## config.mk

```make
export PLATFORM = sky130hd
export DESIGN_NAME = iop_mem_arb_flat
export DESIGN_NICKNAME = d
export VERILOG_FILES = /design/src/rtl/iop_mem_arb_if.sv /design/src/rtl/iop_mem_arb.sv /design/src/flat_wrapper.sv
export SDC_FILE = /design/constraint.sdc
export NUM_CORES = 1
export LEC_CHECK = 0
export ABC_AREA = 1
export BUFFER_PORTS_ARGS = -buffer_cell sky130_fd_sc_hd__buf_2
export CORE_ASPECT_RATIO = 0.6
export CORE_MARGIN = 8
export CORE_UTILIZATION = 35
export DETAILED_ROUTE_END_ITERATION = 8
export PLACE_DENSITY_LB_ADDON = 0.1
export SETUP_SLACK_MARGIN = 0.05
export SLEW_MARGIN = 0
export SYNTH_ARGS = -nofsm -noshare
export SYNTH_HDL_FRONTEND = slang
export SYNTH_SLANG_ARGS = --single-unit
```

## constraint.sdc

```tcl
create_clock -name sysclk -period 1.4 [get_ports sysclk]
set_input_delay 0.21 -clock sysclk [delete_from_list [all_inputs] [get_ports sysclk]]
set_output_delay 0.21 -clock sysclk [all_outputs]
set_load 0.02 [all_outputs]
```

## src/rtl/iop_mem_arb_if.sv

```systemverilog
// Port bundle for iop_mem_arb: IOP data ports, host CPU port, shared memory port and error flag.
interface iop_mem_arb_if;
  logic [20:0] iop_raddr;
  logic [20:0] iop_waddr;
  logic [7:0]  iop_wdata;
  logic        iop_rd;
  logic        iop_wr;
  logic [7:0]  iop_rdata;
  logic        iop_rwait;
  logic        iop_wwait;

  logic [20:0] host_addr;
  logic [7:0]  host_wdata;
  logic        host_rd;
  logic        host_wr;
  logic [7:0]  host_rdata;
  logic        host_wait;

  logic [20:0] mem_addr;
  logic [7:0]  mem_wdata;
  logic        mem_rd;
  logic        mem_wr;
  logic [7:0]  mem_rdata;
  logic        mem_rdy;

  logic        arb_err;
  logic        arb_err_clr;

  modport slave (
    input  iop_raddr, iop_waddr, iop_wdata, iop_rd, iop_wr,
    input  host_addr, host_wdata, host_rd, host_wr,
    input  mem_rdata, mem_rdy, arb_err_clr,
    output iop_rdata, iop_rwait, iop_wwait, host_rdata, host_wait,
    output mem_addr, mem_wdata, mem_rd, mem_wr, arb_err
  );

  modport master (
    output iop_raddr, iop_waddr, iop_wdata, iop_rd, iop_wr,
    output host_addr, host_wdata, host_rd, host_wr,
    output mem_rdata, mem_rdy, arb_err_clr,
    input  iop_rdata, iop_rwait, iop_wwait, host_rdata, host_wait,
    input  mem_addr, mem_wdata, mem_rd, mem_wr, arb_err
  );
endinterface

```

## src/rtl/iop_mem_arb.sv

```systemverilog
// Round-robin arbiter sharing one byte-wide memory port between the IOP408 and the host CPU.
// Define IOP_ARB_TIMEOUT_EN to add the access watchdog and sticky arb_err flag.
module iop_mem_arb #(
  parameter int unsigned TIMEOUT = 255
) (
  input logic           sysclk,
  input logic           sysrst,
  iop_mem_arb_if.slave  bus
);
  typedef enum logic [1:0] {IDLE = 2'd0, G_IOP = 2'd1, G_HOST = 2'd2} state_t;

  state_t     state, state_nxt;
  logic       last, last_nxt;
  logic [7:0] iop_hold, host_hold;
  logic       iop_req, host_req;
  logic       iop_do_wr, iop_do_rd, host_do_wr, host_do_rd;
  logic       gnt_iop, gnt_host, granted;
  logic       timeout_hit, done;
  logic       iop_rd_done, host_rd_done;
  logic [7:0] rd_data;

  // A requester asserting both strobes has its write served first.
  assign iop_req    = bus.iop_rd | bus.iop_wr;
  assign host_req   = bus.host_rd | bus.host_wr;
  assign iop_do_wr  = bus.iop_wr;
  assign iop_do_rd  = bus.iop_rd & ~bus.iop_wr;
  assign host_do_wr = bus.host_wr;
  assign host_do_rd = bus.host_rd & ~bus.host_wr;

  assign gnt_iop  = (state == G_IOP) & iop_req;
  assign gnt_host = (state == G_HOST) & host_req;
  assign granted  = gnt_iop | gnt_host;
  assign done     = granted & (bus.mem_rdy | timeout_hit);
  assign rd_data  = timeout_hit ? 8'hFF : bus.mem_rdata;

  assign iop_rd_done  = done & gnt_iop & iop_do_rd;
  assign host_rd_done = done & gnt_host & host_do_rd;

  assign bus.iop_rdata  = iop_rd_done ? rd_data : iop_hold;
  assign bus.host_rdata = host_rd_done ? rd_data : host_hold;
  assign bus.iop_wwait  = bus.iop_wr & ~(done & gnt_iop & iop_do_wr);
  assign bus.iop_rwait  = bus.iop_rd & ~iop_rd_done;
  assign bus.host_wait  = host_req & ~(done & gnt_host);

  always_comb begin
    // NOTE: every output gets a default first so no path leaves it unassigned (no latch).
    bus.mem_addr  = '0;
    bus.mem_wdata = '0;
    bus.mem_rd    = 1'b0;
    bus.mem_wr    = 1'b0;
    if (gnt_iop) begin
      bus.mem_addr  = iop_do_wr ? bus.iop_waddr : bus.iop_raddr;
      bus.mem_wdata = bus.iop_wdata;
      bus.mem_rd    = iop_do_rd;
      bus.mem_wr    = iop_do_wr;
    end else if (gnt_host) begin
      bus.mem_addr  = bus.host_addr;
      bus.mem_wdata = bus.host_wdata;
      bus.mem_rd    = host_do_rd;
      bus.mem_wr    = host_do_wr;
    end
  end

  always_comb begin
    state_nxt = state;
    last_nxt  = last;
    case (state)
      IDLE: begin
        if (iop_req && host_req) state_nxt = last ? G_IOP : G_HOST;
        else if (iop_req)        state_nxt = G_IOP;
        else if (host_req)       state_nxt = G_HOST;
      end
      G_IOP: begin
        // A dropped strobe abandons the access without moving the priority pointer.
        if (!iop_req) begin
          state_nxt = IDLE;
        end else if (done) begin
          last_nxt = 1'b0;
          if (host_req)                    state_nxt = G_HOST;
          else if (iop_do_wr && bus.iop_rd) state_nxt = G_IOP;
          else                             state_nxt = IDLE;
        end
      end
      G_HOST: begin
        if (!host_req) begin
          state_nxt = IDLE;
        end else if (done) begin
          last_nxt  = 1'b1;
          state_nxt = iop_req ? G_IOP : IDLE;
        end
      end
      default: state_nxt = IDLE;
    endcase
  end

  always_ff @(posedge sysclk) begin
    // NOTE: non-blocking assignments so every register samples pre-edge values.
    if (!sysrst) begin
      state <= IDLE;
      last  <= 1'b1;
    end else begin
      state <= state_nxt;
      last  <= last_nxt;
    end
  end

  always_ff @(posedge sysclk) begin
    // NOTE: the read-hold registers are reset because rdata is observable straight out of reset.
    if (!sysrst) begin
      iop_hold  <= 8'h00;
      host_hold <= 8'h00;
    end else begin
      if (iop_rd_done)  iop_hold  <= rd_data;
      if (host_rd_done) host_hold <= rd_data;
    end
  end

`ifdef IOP_ARB_TIMEOUT_EN
  logic [7:0] wd_cnt;
  logic       err;

  always_ff @(posedge sysclk) begin
    if (!sysrst || !granted || done) wd_cnt <= '0;
    else                             wd_cnt <= wd_cnt + 8'd1;
  end

  assign timeout_hit = granted & ~bus.mem_rdy & (wd_cnt == 8'(TIMEOUT));

  // A timeout in the same cycle as a clear request keeps the flag set.
  always_ff @(posedge sysclk) begin
    if (!sysrst)              err <= 1'b0;
    else if (timeout_hit)     err <= 1'b1;
    else if (bus.arb_err_clr) err <= 1'b0;
  end

  assign bus.arb_err = err;
`else
  logic unused_cfg;
  assign unused_cfg  = bus.arb_err_clr ^ TIMEOUT[0];
  assign timeout_hit = 1'b0;
  assign bus.arb_err = 1'b0;
`endif
endmodule

```

## src/flat_wrapper.sv

```systemverilog
// flat-port wrapper written by rule: the top's interface ports become plain ports
module iop_mem_arb_flat 
#(
  parameter int unsigned TIMEOUT = 255
)
  (sysclk, sysrst, bus_iop_raddr, bus_iop_waddr, bus_iop_wdata, bus_iop_rd, bus_iop_wr, bus_host_addr, bus_host_wdata, bus_host_rd, bus_host_wr, bus_mem_rdata, bus_mem_rdy, bus_arb_err_clr, bus_iop_rdata, bus_iop_rwait, bus_iop_wwait, bus_host_rdata, bus_host_wait, bus_mem_addr, bus_mem_wdata, bus_mem_rd, bus_mem_wr, bus_arb_err);
  iop_mem_arb_if bus_i ();
  input logic sysclk;
  input logic sysrst;
  input wire logic [$bits(bus_i.iop_raddr)-1:0] bus_iop_raddr;
  input wire logic [$bits(bus_i.iop_waddr)-1:0] bus_iop_waddr;
  input wire logic [$bits(bus_i.iop_wdata)-1:0] bus_iop_wdata;
  input wire logic [$bits(bus_i.iop_rd)-1:0] bus_iop_rd;
  input wire logic [$bits(bus_i.iop_wr)-1:0] bus_iop_wr;
  input wire logic [$bits(bus_i.host_addr)-1:0] bus_host_addr;
  input wire logic [$bits(bus_i.host_wdata)-1:0] bus_host_wdata;
  input wire logic [$bits(bus_i.host_rd)-1:0] bus_host_rd;
  input wire logic [$bits(bus_i.host_wr)-1:0] bus_host_wr;
  input wire logic [$bits(bus_i.mem_rdata)-1:0] bus_mem_rdata;
  input wire logic [$bits(bus_i.mem_rdy)-1:0] bus_mem_rdy;
  input wire logic [$bits(bus_i.arb_err_clr)-1:0] bus_arb_err_clr;
  output wire logic [$bits(bus_i.iop_rdata)-1:0] bus_iop_rdata;
  output wire logic [$bits(bus_i.iop_rwait)-1:0] bus_iop_rwait;
  output wire logic [$bits(bus_i.iop_wwait)-1:0] bus_iop_wwait;
  output wire logic [$bits(bus_i.host_rdata)-1:0] bus_host_rdata;
  output wire logic [$bits(bus_i.host_wait)-1:0] bus_host_wait;
  output wire logic [$bits(bus_i.mem_addr)-1:0] bus_mem_addr;
  output wire logic [$bits(bus_i.mem_wdata)-1:0] bus_mem_wdata;
  output wire logic [$bits(bus_i.mem_rd)-1:0] bus_mem_rd;
  output wire logic [$bits(bus_i.mem_wr)-1:0] bus_mem_wr;
  output wire logic [$bits(bus_i.arb_err)-1:0] bus_arb_err;
  assign bus_i.iop_raddr = bus_iop_raddr;
  assign bus_i.iop_waddr = bus_iop_waddr;
  assign bus_i.iop_wdata = bus_iop_wdata;
  assign bus_i.iop_rd = bus_iop_rd;
  assign bus_i.iop_wr = bus_iop_wr;
  assign bus_i.host_addr = bus_host_addr;
  assign bus_i.host_wdata = bus_host_wdata;
  assign bus_i.host_rd = bus_host_rd;
  assign bus_i.host_wr = bus_host_wr;
  assign bus_i.mem_rdata = bus_mem_rdata;
  assign bus_i.mem_rdy = bus_mem_rdy;
  assign bus_i.arb_err_clr = bus_arb_err_clr;
  assign bus_iop_rdata = bus_i.iop_rdata;
  assign bus_iop_rwait = bus_i.iop_rwait;
  assign bus_iop_wwait = bus_i.iop_wwait;
  assign bus_host_rdata = bus_i.host_rdata;
  assign bus_host_wait = bus_i.host_wait;
  assign bus_mem_addr = bus_i.mem_addr;
  assign bus_mem_wdata = bus_i.mem_wdata;
  assign bus_mem_rd = bus_i.mem_rd;
  assign bus_mem_wr = bus_i.mem_wr;
  assign bus_arb_err = bus_i.arb_err;
  iop_mem_arb #(.TIMEOUT(TIMEOUT)) u_core (.sysclk(sysclk), .sysrst(sysrst), .bus(bus_i));
endmodule
```

Yosys cells after proc, flatten, opt, wreduce, memory -nomap -nowiden

Index checks and enable logic that the tools add are counted.

Eq/ne operators: 9
Mux-type cells: 28
Bitwise logic cells: 21
Reduce and logical (&&, ||, !) cells: 6

Operators with widths:

| operator                                                              | number |
|---|---|
| 21-bit 2-to-1 mux                                                     | 3 |
| 8-bit 2-to-1 mux                                                      | 4 |
| 2-bit 2-to-1 mux                                                      | 9 |
| 1-bit AND                                                             | 13 |
| 1-bit 2-to-1 mux                                                      | 10 |
| 2-bit by 1-bit != test with 1-bit output, second input constant       | 4 |
| 3-bit != test, second input constant                                  | 2 |
| 2-bit one-hot mux with 3 select lines                                 | 1 |
| 1-bit inverter                                                        | 5 |
| 5-bit AND reduction                                                   | 1 |
| 4-bit by 1-bit != test with 1-bit output, second input constant       | 1 |
| 1-bit bitwise OR                                                      | 3 |
| 3-bit AND reduction                                                   | 1 |
| 2-bit by 1-bit equality test with 1-bit output, second input constant | 1 |
| 2-bit equality test, second input constant                            | 1 |
| 1-bit logical AND                                                     | 2 |
| 2-bit zero test                                                       | 1 |
| 1-bit one-hot mux with 2 select lines                                 | 1 |
| 2-bit nonzero test                                                    | 1 |

Register bits after elaboration: 19
Input port bits: 95
Logic and storage cells: 68

Longest topological paths before layout

Gate-level depths: netlist of run 1.

Depth in word-level cells: 8
Mapped depth: 10
Depth with buffers taken out: 10

Least setup slack after synthesis of run 1

Ideal clock, no wire load.

Path kind: register to output
Start: reg u_core.state[0]
End: out bus_host_rdata[4]
Arrival: 1539 ps
Path slack: -349 ps
Cell stages (with the launch flop): 9
Buffers on the path: 1
Cells stage by stage: dfxtp_1 inv_1 ha_1 nand2_1 nor3_4 buf_6 or2_1 inv_1 a21oi_1

Cells in the longest elaborated chain, start to end: 7
Elaborated cells on any way between the ends: 9

Ends and longest elaborated chain:

| item                                                                                  | RTL line                             | source |
|---|---|---|
| from (decl)                                                                           | iop_mem_arb.sv:12                    | `state_t state, state_nxt;` |
| from (signal assigned)                                                                | iop_mem_arb.sv:102                   | `state <= state_nxt;` |
| 2-bit by 1-bit equality test with 1-bit output or 2-bit equality test (tied branches) | iop_mem_arb.sv:30, iop_mem_arb.sv:31 |  |
| 1-bit AND, on equally long branches                                                   | iop_mem_arb.sv:30, iop_mem_arb.sv:31 |  |
| 1-bit bitwise OR                                                                      | iop_mem_arb.sv:32                    | `assign granted = gnt_iop \| gnt_host;` |
| 1-bit AND                                                                             | iop_mem_arb.sv:33                    | `assign done = granted & (bus.mem_rdy \| timeout_hit);` |
| 1-bit AND (*) (2 in series)                                                           | iop_mem_arb.sv:37                    | `assign host_rd_done = done & gnt_host & host_do_rd;` |
| 8-bit 2-to-1 mux (*)                                                                  | --                                   |  |
| to (decl)                                                                             | flat_wrapper.sv:25                   | `output wire logic [$bits(bus_i.host_rdata)-1:0] bus_host_rdata;` |

Mark *: on every way between the ends. The rest lies on a longest branch, timed or not.

Worst setup path in the final report of run 1

Start: reg u_core.state[0]
End: out bus_mem_addr[1]

Cells in the longest elaborated chain, start to end: 4
Elaborated cells on any way between the ends: 6

Ends and longest elaborated chain:

| item                  | RTL line           | source |
|---|---|---|
| 2-bit equality test   | iop_mem_arb.sv:31  | `assign gnt_host = (state == G_HOST) & host_req;` |
| 1-bit AND             | iop_mem_arb.sv:31  |  |
| 21-bit 2-to-1 mux     | iop_mem_arb.sv:56  | `end else if (gnt_host) begin` |
| 21-bit 2-to-1 mux (*) | iop_mem_arb.sv:51  | `if (gnt_iop) begin` |
| to (decl)             | flat_wrapper.sv:27 | `output wire logic [$bits(bus_i.mem_addr)-1:0] bus_mem_addr;` |

Marks and branches as above.

==> results by group, run 1 <==
Status
  • Status: finished with violations
  • Failing checks: negative setup slack

Flow run
  • Max-Cap Viols: 0

Logic synthesis
  • Warnings, synthesis: 0
  • Post-Syn Area per Cell: 5.91 sq um
  • Synthesized net count: 390
  • Synth Cell Area: 1720 sq um
  • #FFs+latches synth: 19
  • Seq/Total Area, Yosys: 22.1%
  • Unique cell type count in the Yosys netlist: 24
  • Mapped Cells: 291

Floorplan
  • Die height: 70.3 microns
  • Core Box Area: 4660 sq um
  • # rows: 19
  • Initial Util: 36.9%
  • Die area: 7480 sq um
  • Die Wd: 106 microns
  • Num ports: 146

Timing
  • Setup ws final: -553 ps
  • Clk_skew: 5.50 ps
  • Endpoints failing setup: 66
  • Final worst path period need: 1950 ps
  • Fin crit share: 139%
  • Hold Fails Final Rpt: 0
  • RSZ-0062 raised after global routing: yes
  • Highest Clock Rate: 512 MHz
  • Final Max Tran Viols: 0

Placement
  • Post-detail-place hpwl: 6050 microns
  • Pre-CTS setup slack: -259 ps
  • I/O Buffers: 143
  • GPL Wtd Cong: 0.852

Clock tree
  • Worst-Skew Late Latency: 270 ps
  • Clock Sinks: 19
  • Clk pin slew, worst setup/hold paths: 80 ps
  • CTS root buffer: clkbuf_8
  • CTS tree: done
  • H-tree Lvls: 1
  • # hold bufs at CTS: 0
  • Total CTS buffers: 3
  • Clock Tree Buf Depth: 2

Critical path
  • R2r endpoint: u_core.state[0]
  • Worst Path Max Fanout: 8
  • R2r setup slk: -440 ps
  • WP data required: 1190 ps
  • Crit path cell chain: inv_4 -> ha_4 -> buf_6 -> o21ai_2 -> inv_4 -> buf_6 -> buf_8 -> nand3_2 -> nand2_2 -> buf_6
  • Crit path buf inv count: 6
  • RR Startpoint: u_core.state[1]
  • CP peak stage delay: 400 ps
  • Worst Path Arrival: 1740 ps
  • R2r worst-path depth: 13
  • Setup Crit Path Kind: reg -> out
  • Crit path launch type: flip-flop
  • Critical path's slowest cell: dfxtp_4
  • Crit end category: output pin
  • Cell family with most CP delay: buffers and inverters
  • Cell mode on critical path: buf_6

Power
  • PwrDens: 1290 nW/um^2
  • VDD IR max: 0.000878 V
  • P_leak: 2.10 nW

Routing
  • Drt pass-1 iters: 5
  • Antenna Nets Post-Route: 0
  • # DRC: 0
  • WL/cell: 20.0 microns
  • Routed via count: 2971
  • Iteration-0 DRC count of the detailed router: 224
  • Total wire length: 11000 microns
  • Vias per cell: 5.40

Hold path
  • Worst Hold Class: in -> reg
  • Hold endpoint: u_core.last
  • Hold path cells: 2
  • Hold Startpoint: sysrst

Finish
  • Layout cell share with drive strength beyond 1: 71.0%
  • Fill count: 193
  • Final Util: 91.3%
  • Ant diodes: 0
  • Area Overhead vs Synth: 148%
  • Layout net count: 587

Global routing
  • Largest net degree at the start of global routing: 24
  • First-pass GRT wire length: 12800 microns
  • Total gr overflow: 0
  • Vias in the first global route: 2684
  • Antenna violations before repair: 0
  • GRT Util Overall: 20.7%
==> flip-flops by register name, summed over array words and instances, names as in the netlist <==
signal            count
u_core.host_hold      8
u_core.iop_hold       8
u_core.state          2
u_core.last           1
==> synthesized netlist by cell type, drive strengths merged <==
| cell | count | area (sq um) |
|---|---|---|
| inv | 39 | 146 |
| a211oi | 8 | 75.1 |
| dfxtp | 19 | 380 |
| a21oi | 14 | 70.1 |
| conb | 1 | 3.75 |
| nor2 | 52 | 195 |
| o31ai | 16 | 120 |
| nand3 | 34 | 170 |
| buf | 9 | 71.3 |
| nand4 | 2 | 12.5 |
| clkbuf | 8 | 30.0 |
| o21ai | 12 | 60.1 |
| clkinv | 1 | 3.75 |
| or2 | 16 | 100 |
| ha | 4 | 50.1 |
| nand2 | 55 | 214 |
| nor3 | 1 | 16.3 |
==> metal layers <==
metal | GRT usage [%] | vias to the layer above | routed length [microns]
met1 | 22.9 | 1368 | 3990
met2 | 38.3 | 217 | 5430
met5 | 0 | - | 0
met3 | 5.95 | 55 | 1090
met4 | 4.34 | 0 | 505
li1 | - | 1331 | -
==> power breakdown <==
| part | leakage (nW) | switching [mW] | internal [mW] |
|---|---|---|---|
| sequential | 0.155 | 0.0662 | 0.621 |
| combinational | 1.92 | 2.34 | 2.06 |
| clock | 0.0217 | 0.212 | 0.201 |
==> cell usage in the layout (no fill, tap or decap), types with 7 or more instances in the layout <==
| cell | netlist | layout |
|---|---|---|
| inv_1 | 36 | 16 |
| buf_6 | 3 | 52 |
| nand3_4 | 0 | 14 |
| buf_4 | 3 | 45 |
| o31ai_4 | 0 | 14 |
| a211oi_2 | 3 | 7 |
| nand3_2 | 0 | 11 |
| nand3_1 | 34 | 9 |
| inv_2 | 3 | 19 |
| nor2_1 | 52 | 49 |
| o21ai_4 | 0 | 8 |
| nand2_2 | 3 | 16 |
| nand2_1 | 52 | 34 |
| buf_2 | 3 | 97 |
| dfxtp_1 | 19 | 17 |
==> how the worst max path moves through the flow <==
stage               startpoint                 to  slack, ps  depth (start not counted)
2_1_floorplan  u_core.state[0]  bus_host_rdata[4]       -120                          8
3_3_place_gp   u_core.state[1]   bus_mem_addr[10]       -190                          7
3_5_place_dp   u_core.state[0]  bus_host_rdata[1]       -260                          9
4_1_cts        u_core.state[0]  bus_host_rdata[6]       -470                          9
5_1_grt        u_core.state[0]    bus_mem_addr[8]       -600                          9
6_report       u_core.state[0]    bus_mem_addr[1]       -550                         10
==> timing repair <==
action	4_1_cts	5_1_grt
setup buffers	10	7
resized for setup	124	76
pin swaps	8	10
cloned	1	7
endpoints found under the setup margin	68	69
==> per-stage QoR <==
stage | instance area (sq um) | TNS (ps) | power [mW] | hold WS, ps | cells
4_1_cts | 3700 | -20310 | 4.52 | 157 | 537
3_5_place_dp | 3140 | -9280 | 3.44 | 435 | 522
3_3_place_gp | 3140 | -7520 | 3.39 | 421 | 522
5_1_grt | 4260 | -29550 | 5.71 | 185 | 550
2_1_floorplan | 2130 | -3300 | 2.53 | 294 | 291
6_report | 4260 | -26640 | 5.50 | 177 | 550
==> logic make-up (layout without fill, tap and decap cells) <==
group           after synthesis  count (layout)  share of synthesized area, %
flops                        19              19                          22.1
simple gates                160             161                          41.2
buf+inv                      57             252                          14.6
fa+ha+maj                     4               4                          2.91
compound gates               50              50                          18.9
other cells                   1               1                         0.218
==> area by class of cell <==
class | instances | area (sq um) | area share, %
Timing Repair inverter | 1 | 6.26 | 0.147
Clock buffer | 3 | 41.3 | 0.970
Timing Repair Buffer | 207 | 1690 | 39.6
Tap cell | 63 | 78.8 | 1.85
Clock inverter | 1 | 7.51 | 0.176
Inverter | 40 | 163 | 3.82
Multi-Input combinational cell | 216 | 1880 | 44.3
Sequential cell | 19 | 388 | 9.11
Note: power is estimated with default switching activity, not from simulation.
==> run 2, diff against run 1 <==
==> constraint.sdc (replaced) <==
create_clock -name sysclk -period 1.7 [get_ports sysclk]
set_input_delay 0.255 -clock sysclk [delete_from_list [all_inputs] [get_ports sysclk]]
set_output_delay 0.255 -clock sysclk [all_outputs]
set_load 0.02 [all_outputs]
==> run 2 against run 1 <==
- critical endpoint is now bus_mem_addr[3]
- largest power group unchanged
- largest cell class is now buffers
- the run still ends with negative setup slack left
- worst hold slack improved by 56 ps
- non-clock buffer count is 2 lower
- final area decreased by 17%
- count of clock-buffer cells in the layout did not move
==> results by group, run 2 (synthesis gave the netlist of run 1 again) <==
Status
  • Failing checks: negative setup slack (unchanged)
  • Status: finished with violations (unchanged)

Clock tree
  • CTS tree: done (unchanged)
  • Worst-Skew Late Latency: 260 ps (was 270 ps)
  • Clk pin slew, worst setup/hold paths: 70 ps (was 80 ps)
  • CTS root buffer: clkbuf_8 (unchanged)
  • Clock Sinks: 19 (unchanged)
  • Clock Tree Buf Depth: 2 (unchanged)
  • H-tree Lvls: 1 (unchanged)
  • Total CTS buffers: 3 (unchanged)

Floorplan
  • Core Box Area: 4660 sq um (unchanged)
  • # rows: 19 (unchanged)
  • Initial Util: 36.9% (unchanged)
  • Num ports: 146 (unchanged)
  • Die area: 7480 sq um (unchanged)
  • Die height: 70.3 microns (unchanged)
  • Die Wd: 106 microns (unchanged)

Critical path
  • R2r endpoint: u_core.host_hold[7] (was u_core.state[0])
  • R2r setup slk: 40 ps (was -440 ps)
  • Critical path's slowest cell: dfxtp_4 (unchanged)
  • WP data required: 1440 ps (was 1190 ps)
  • Crit path launch type: flip-flop (unchanged)
  • RR Startpoint: u_core.state[0] (was u_core.state[1])
  • Crit path buf inv count: 4 (was 6)
  • Cell family with most CP delay: buffers and inverters (unchanged)
  • Crit end category: output pin (unchanged)
  • Worst Path Max Fanout: 6 (was 8)
  • Levels on crit path: 8 (was 10)
  • R2r worst-path depth: 9 (was 13)
  • Setup Crit Path Kind: reg -> out (unchanged)
  • CP peak stage delay: 360 ps (was 400 ps)
  • Worst Path Arrival: 1720 ps (was 1740 ps)
  • Crit path cell chain: inv_2 -> ha_4 -> buf_8 -> nand2_8 -> bufbuf_16 -> nand3_1 -> nand2_1 -> buf_4 (was inv_4 -> ha_4 -> buf_6 -> o21ai_2 -> inv_4 -> buf_6 -> buf_8 -> nand3_2 -> nand2_2 -> buf_6)

Global routing
  • Largest net degree at the start of global routing: 24 (unchanged)
  • Met1 Use GR: 20.9% (was 22.9%)
  • Antenna violations before repair: 0 (unchanged)
  • First-pass GRT wire length: 12200 microns (was 12800 microns)
  • Total gr overflow: 0 (unchanged)
  • M3 GR Usage: 5.04% (was 5.95%)
  • GR Util met2: 36.9% (was 38.3%)
  • GRT Max-Usage Layer: met2 (unchanged)
  • Vias in the first global route: 2618 (was 2684)
  • GRT Util Overall: 19.3% (was 20.7%)

Power
  • Internal power: 2.00 mW (was 2.88 mW)
  • VDD IR max: 0.000669 V (was 0.000878 V)
  • Switch Pwr: 1.67 mW (was 2.62 mW)
  • P_leak: 2.00 nW (was 2.10 nW)
  • Net Sw Frac: 45.5% (was 47.6%)
  • Combinational fraction of design power: 76.1% (was 80.0%)
  • Sequential cell fraction of total power: 15.3% (was 12.5%)
  • Clock power frac: 8.6% (was 7.5%)
  • PwrDens: 1030 nW/um^2 (was 1290 nW/um^2)

Routing
  • Vias per cell: 4.99 (was 5.40)
  • Iteration-0 DRC count of the detailed router: 149 (was 224)
  • Routed via count: 2733 (was 2971)
  • Antenna Nets Post-Route: 0 (unchanged)
  • # DRC: 0 (unchanged)
  • Total wire length: 8630 microns (was 11000 microns)
  • Drt pass-1 iters: 4 (was 5)
  • WL/cell: 15.8 microns (was 20.0 microns)

Placement
  • I/O Buffers: 143 (unchanged)
  • Dpl cells: 517 (was 522)
  • Post-detail-place hpwl: 5690 microns (was 6050 microns)
  • GPL Wtd Cong: 0.874 (was 0.852)

Finish
  • Ant diodes: 0 (unchanged)
  • Most frequent cells in the layout: 98 x buf_2, 75 x buf_4, 50 x nor2_1, 46 x nand2_1, 33 x nand3_1 (was 97 x buf_2, 52 x buf_6, 49 x nor2_1, 45 x buf_4, 34 x nand2_1)
  • Layout net count: 585 (was 587)
  • Layout cell share with drive strength beyond 1: 58.8% (was 71.0%)
  • Non-filler cells, final: 548 (was 550)
  • Most common cell after layout, fill and taps aside: buf_2 (unchanged)
  • Largest regs: u_core.host_hold: 8 flops, u_core.iop_hold: 8 flops, u_core.state: 2 flops (unchanged)
  • Area Overhead vs Synth: 106% (was 148%)

Timing
  • Clk_skew: 5.67 ps (was 5.50 ps)
  • Hold Fails Final Rpt: 0 (unchanged)
  • Endpoints failing setup: 48 (was 66)
  • RSZ-0062 raised after global routing: yes (unchanged)
  • Final Max Tran Viols: 0 (unchanged)
  • Hold_ws: 233 ps (was 177 ps)
  • Fin crit share: 116%
  • Highest Clock Rate: 506 MHz
  • Setup ws final: -276 ps (was -553 ps)
  • TNS Setup: -9300 ps (was -26640 ps)
  • Final worst path period need: 1980 ps

Hold path
  • Hold Startpoint: sysrst (unchanged)
  • Hold path cells: 2 (unchanged)
  • Worst Hold Class: in -> reg (unchanged)
  • Hold endpoint: u_core.last (unchanged)

Flow run
  • Max-Cap Viols: 0 (unchanged)
[run 2: changes by cell type in the layout (fill, tap and decap cells not counted), sizes merged]
cell / previous run / this run
clkbuf: 7 / 5
bufbuf: 0 / 1
clkinvlp: 1 / 2
inv: 40 / 38
buf: 203 / 202
clkinv: 1 / 2
[run 2: final cells by class]
class                           count  area (sq um)
Fill cell                         343          1110
Inverter                           40           161
Tap cell                           63          78.8
Timing Repair inverter              1          7.51
Sequential cell                    19           388
Timing Repair Buffer              205          1520
Clock inverter                      1          5.00
Multi-Input combinational cell    216          1350
Clock buffer                        3          41.3
[run 2: worst max-delay path by stage]
stage                    startpoint           endpoint  slack [ps]
floorplan           u_core.state[0]  bus_host_rdata[0]         -30
global placement    u_core.state[1]   bus_iop_rdata[7]         -50
detailed placement  u_core.state[0]  bus_host_rdata[7]         -80
CTS                 u_core.state[1]   bus_iop_rdata[7]        -240
global route        u_core.state[1]    bus_mem_addr[3]        -300
finish              u_core.state[1]    bus_mem_addr[3]        -280
[run 2: metal layers]
metal	vias up	wire length, microns
li1	1328	-
met1	1257	3210
met2	128	4540
met3	20	691
met4	0	191
met5	-	0
[run 2: timing repair]
item / CTS / global route
cloned: 5 / 3
setup buffers: 9 / 12
endpoints found under the setup margin: 52 / 53
hold buffers: 0 / 0
pin swaps: 12 / 19
gates resized for setup: 89 / 53
hold endpoints to repair: 0 / 0
[run 2: per-stage QoR]
stage	area, sq um	utilization [%]	worst slack [ps]	power (mW)
after floorplan	1810	-	-32.2	1.76
after detailed placement	2820	60.5	-84.3	2.50
after global routing	3550	76.1	-303	3.85
final	3550	76.1	-276	3.67
after global placement	2820	60.5	-51.6	2.48
after CTS	3280	70.5	-245	3.30
[run 2: power by group through the flow]
stage | registers (mW) | logic, mW | clock network, mW
5_1_grt | 0.562 | 2.95 | 0.344
2_1_floorplan | 0.529 | 1.23 | 0
3_5_place_dp | 0.536 | 1.96 | 0
4_1_cts | 0.541 | 2.44 | 0.322
6_report | 0.560 | 2.79 | 0.316
3_3_place_gp | 0.535 | 1.94 | 0
==> run 3, diff against run 2 <==
--- a/config.mk
+++ b/config.mk
@@ -7,7 +7,6 @@
 export LEC_CHECK = 0
 export ABC_AREA = 1
 export BUFFER_PORTS_ARGS = -buffer_cell sky130_fd_sc_hd__buf_2
-export CORE_ASPECT_RATIO = 0.6
 export CORE_MARGIN = 8
 export CORE_UTILIZATION = 35
 export DETAILED_ROUTE_END_ITERATION = 8
==> run 3 against run 2 <==
- the flow still finishes with violations (negative setup slack)
- combinational power rose by 16%
- non-clock buffer count down 6
- power is 12% higher
- global-route usage rose by 1.2 points
- fmax increased by 3.9%
- sequential cell count is the same
- highest routed layer unchanged
- clock skew grew 2.7 ps
- clock power is essentially flat
- final area increased by 8.5%
- largest power group unchanged
==> results by group, run 3 (synthesis gave the netlist of run 1 again) <==
Critical path
  • Worst Path Max Fanout: 8 (was 6)
  • Crit path cell chain: inv_4 -> ha_4 -> nand2_4 -> nor3_4 -> buf_12 -> or2_2 -> inv_1 -> a21oi_4 -> buf_6 (was inv_2 -> ha_4 -> buf_8 -> nand2_8 -> bufbuf_16 -> nand3_1 -> nand2_1 -> buf_4)
  • Crit end category: output pin (unchanged)
  • Setup Crit Path Kind: reg -> out (unchanged)
  • CP peak stage delay: 380 ps (was 360 ps)
  • Cell family with most CP delay: buffers and inverters (unchanged)
  • R2r setup slk: 10 ps (was 40 ps)
  • RR Startpoint: u_core.state[1] (was u_core.state[0])
  • Levels on crit path: 9 (was 8)
  • WP data required: 1440 ps (about the same)
  • R2r worst-path depth: 13 (was 9)
  • R2r endpoint: u_core.state[1] (was u_core.host_hold[7])
  • Crit path buf inv count: 4 (unchanged)
  • Critical path's slowest cell: dfxtp_4 (unchanged)
  • Worst Path Arrival: 1650 ps (was 1720 ps)
  • Crit path launch type: flip-flop (unchanged)

Clock tree
  • Clock Tree Buf Depth: 2 (unchanged)
  • CTS tree: done (unchanged)
  • H-tree Lvls: 1 (unchanged)
  • CTS root buffer: clkbuf_8 (unchanged)
  • # hold bufs at CTS: 0 (unchanged)
  • Total CTS buffers: 3 (unchanged)
  • Clock Sinks: 19 (unchanged)
  • Worst-Skew Late Latency: 260 ps (about the same)
  • Clk pin slew, worst setup/hold paths: 60 ps (was 70 ps)

Global routing
  • GRT Util Overall: 20.6% (was 19.3%)
  • First-pass GRT wire length: 12700 microns (was 12200 microns)
  • Largest net degree at the start of global routing: 22 (was 24)
  • Antenna violations before repair: 0 (unchanged)
  • Total gr overflow: 0 (unchanged)
  • M3 GR Usage: 4.11% (was 5.04%)
  • GRT Max-Usage Layer: met2 (unchanged)
  • Met1 Use GR: 22.0% (was 20.9%)
  • GR Util met2: 38.7% (was 36.9%)
  • Vias in the first global route: 2681 (was 2618)

Finish
  • Ant diodes: 0 (unchanged)
  • Most frequent cells in the layout: 99 x buf_2, 50 x nor2_1, 47 x buf_4, 42 x buf_6, 37 x nand2_1 (was 98 x buf_2, 75 x buf_4, 50 x nor2_1, 46 x nand2_1, 33 x nand3_1)
  • Final instance area: 3850 sq um (was 3550 sq um)
  • Area Overhead vs Synth: 124% (was 106%)
  • Layout cell share with drive strength beyond 1: 63.3% (was 58.8%)
  • Most common cell after layout, fill and taps aside: buf_2 (unchanged)
  • Non-filler cells, final: 544 (was 548)
  • Layout net count: 577 (was 585)
  • Largest regs: u_core.host_hold: 8 flops, u_core.iop_hold: 8 flops, u_core.state: 2 flops (unchanged)

Hold path
  • Hold path cells: 2 (unchanged)
  • Hold endpoint: u_core.last (unchanged)
  • Hold Startpoint: sysrst (unchanged)
  • Worst Hold Class: in -> reg (unchanged)

Routing
  • Antenna Nets Post-Route: 0 (unchanged)
  • # DRC: 0 (unchanged)
  • Total wire length: 9050 microns (was 8630 microns)
  • Routed via count: 2794 (was 2733)
  • Vias per cell: 5.14 (was 4.99)
  • WL/cell: 16.6 microns (was 15.8 microns)
  • Iteration-0 DRC count of the detailed router: 135 (was 149)
  • Drt pass-1 iters: 5 (was 4)

Power
  • P_leak: 2.01 nW (was 2.00 nW)
  • VDD IR max: 0.000794 V (was 0.000669 V)
  • PwrDens: 1070 nW/um^2 (was 1030 nW/um^2)
  • Final Total Pwr: 4.12 mW (was 3.67 mW)

Timing
  • Highest Clock Rate: 526 MHz (was 506 MHz)
  • TNS Setup: -7440 ps (was -9300 ps)
  • RSZ-0062 raised after global routing: yes (unchanged)
  • Hold Fails Final Rpt: 0 (unchanged)
  • Final Max Tran Viols: 0 (unchanged)
  • Fin crit share: 112% (was 116%)
  • Clk_skew: 8.38 ps (was 5.67 ps)
  • Setup ws final: -202 ps (was -276 ps)
  • Final worst path period need: 1900 ps (was 1980 ps)
  • Endpoints failing setup: 49 (was 48)
  • Hold_ws: 211 ps (was 233 ps)

Floorplan
  • Die area: 7410 sq um (was 7480 sq um)
  • Die Wd: 86.1 microns (was 106 microns)
  • Die height: 86.1 microns (was 70.3 microns)
  • Num ports: 146 (unchanged)
  • Initial Util: 36.4% (was 36.9%)
  • Core Box Area: 4720 sq um (was 4660 sq um)
  • # rows: 25 (was 19)

Placement
  • GPL Wtd Cong: 0.844 (was 0.874)
  • Dpl cells: 517 (unchanged)
  • I/O Buffers: 143 (unchanged)
  • Post-detail-place hpwl: 5650 microns (was 5690 microns)
  • Placed cell areas: 2820 sq um (unchanged)

Status
  • Status: finished with violations (unchanged)
  • Failing checks: negative setup slack (unchanged)

Flow run
  • Max-Cap Viols: 0 (unchanged)
run 3: routing by layer:
| layer | vias to the layer above | wire length (microns) | share of wire (%) |
|---|---|---|---|
| li1 | 1313 | - | - |
| met1 | 1304 | 3220 | 36 |
| met2 | 151 | 4850 | 54 |
| met3 | 26 | 691 | 7.6 |
| met4 | 0 | 287 | 3.2 |
| met5 | - | 0 | 0 |
run 3: how the worst max path moves through the flow:
stage | slack [ps] | startpoint | endpoint
finish | -200 | u_core.state[0] | bus_host_rdata[0]
CTS | -230 | u_core.state[0] | bus_host_rdata[0]
floorplan | -30 | u_core.state[0] | bus_host_rdata[0]
global route | -260 | u_core.state[0] | bus_host_rdata[7]
detailed placement | -60 | u_core.state[0] | bus_host_rdata[0]
global placement | -40 | u_core.state[0] | bus_host_rdata[0]
run 3: stage by stage:
stage                     util (%)  worst slack [ps]
after floorplan                  -             -32.2
after global placement        59.7             -40.0
after detailed placement      59.7             -56.3
after CTS                     72.6              -230
after global routing          81.5              -257
final                         81.5              -202
run 3: timing repair:
action                     in CTS  in global routing
pin swaps                      11                 29
hold endpoints to repair        0                  0
buffers inserted               15                  3
resized for setup             114                 90
setup endpoints to repair      49                 51
cloned                          6                  1
run 3: layout make-up:
| class | count | area (sq um) |
|---|---|---|
| Multi-Input combinational cell | 215 | 1590 |
| Timing Repair Buffer | 199 | 1580 |
| Fill cell | 311 | 873 |
| Sequential cell | 19 | 388 |
| Inverter | 40 | 168 |
| Tap cell | 67 | 83.8 |
| Clock buffer | 3 | 41.3 |
| Clock inverter | 1 | 5.00 |
run 3: power by group:
part	internal (mW)	switching, mW	leakage (nW)
Combinational	1.58	1.67	1.83
Clock	0.163	0.150	0.0255
Sequential	0.512	0.0456	0.155
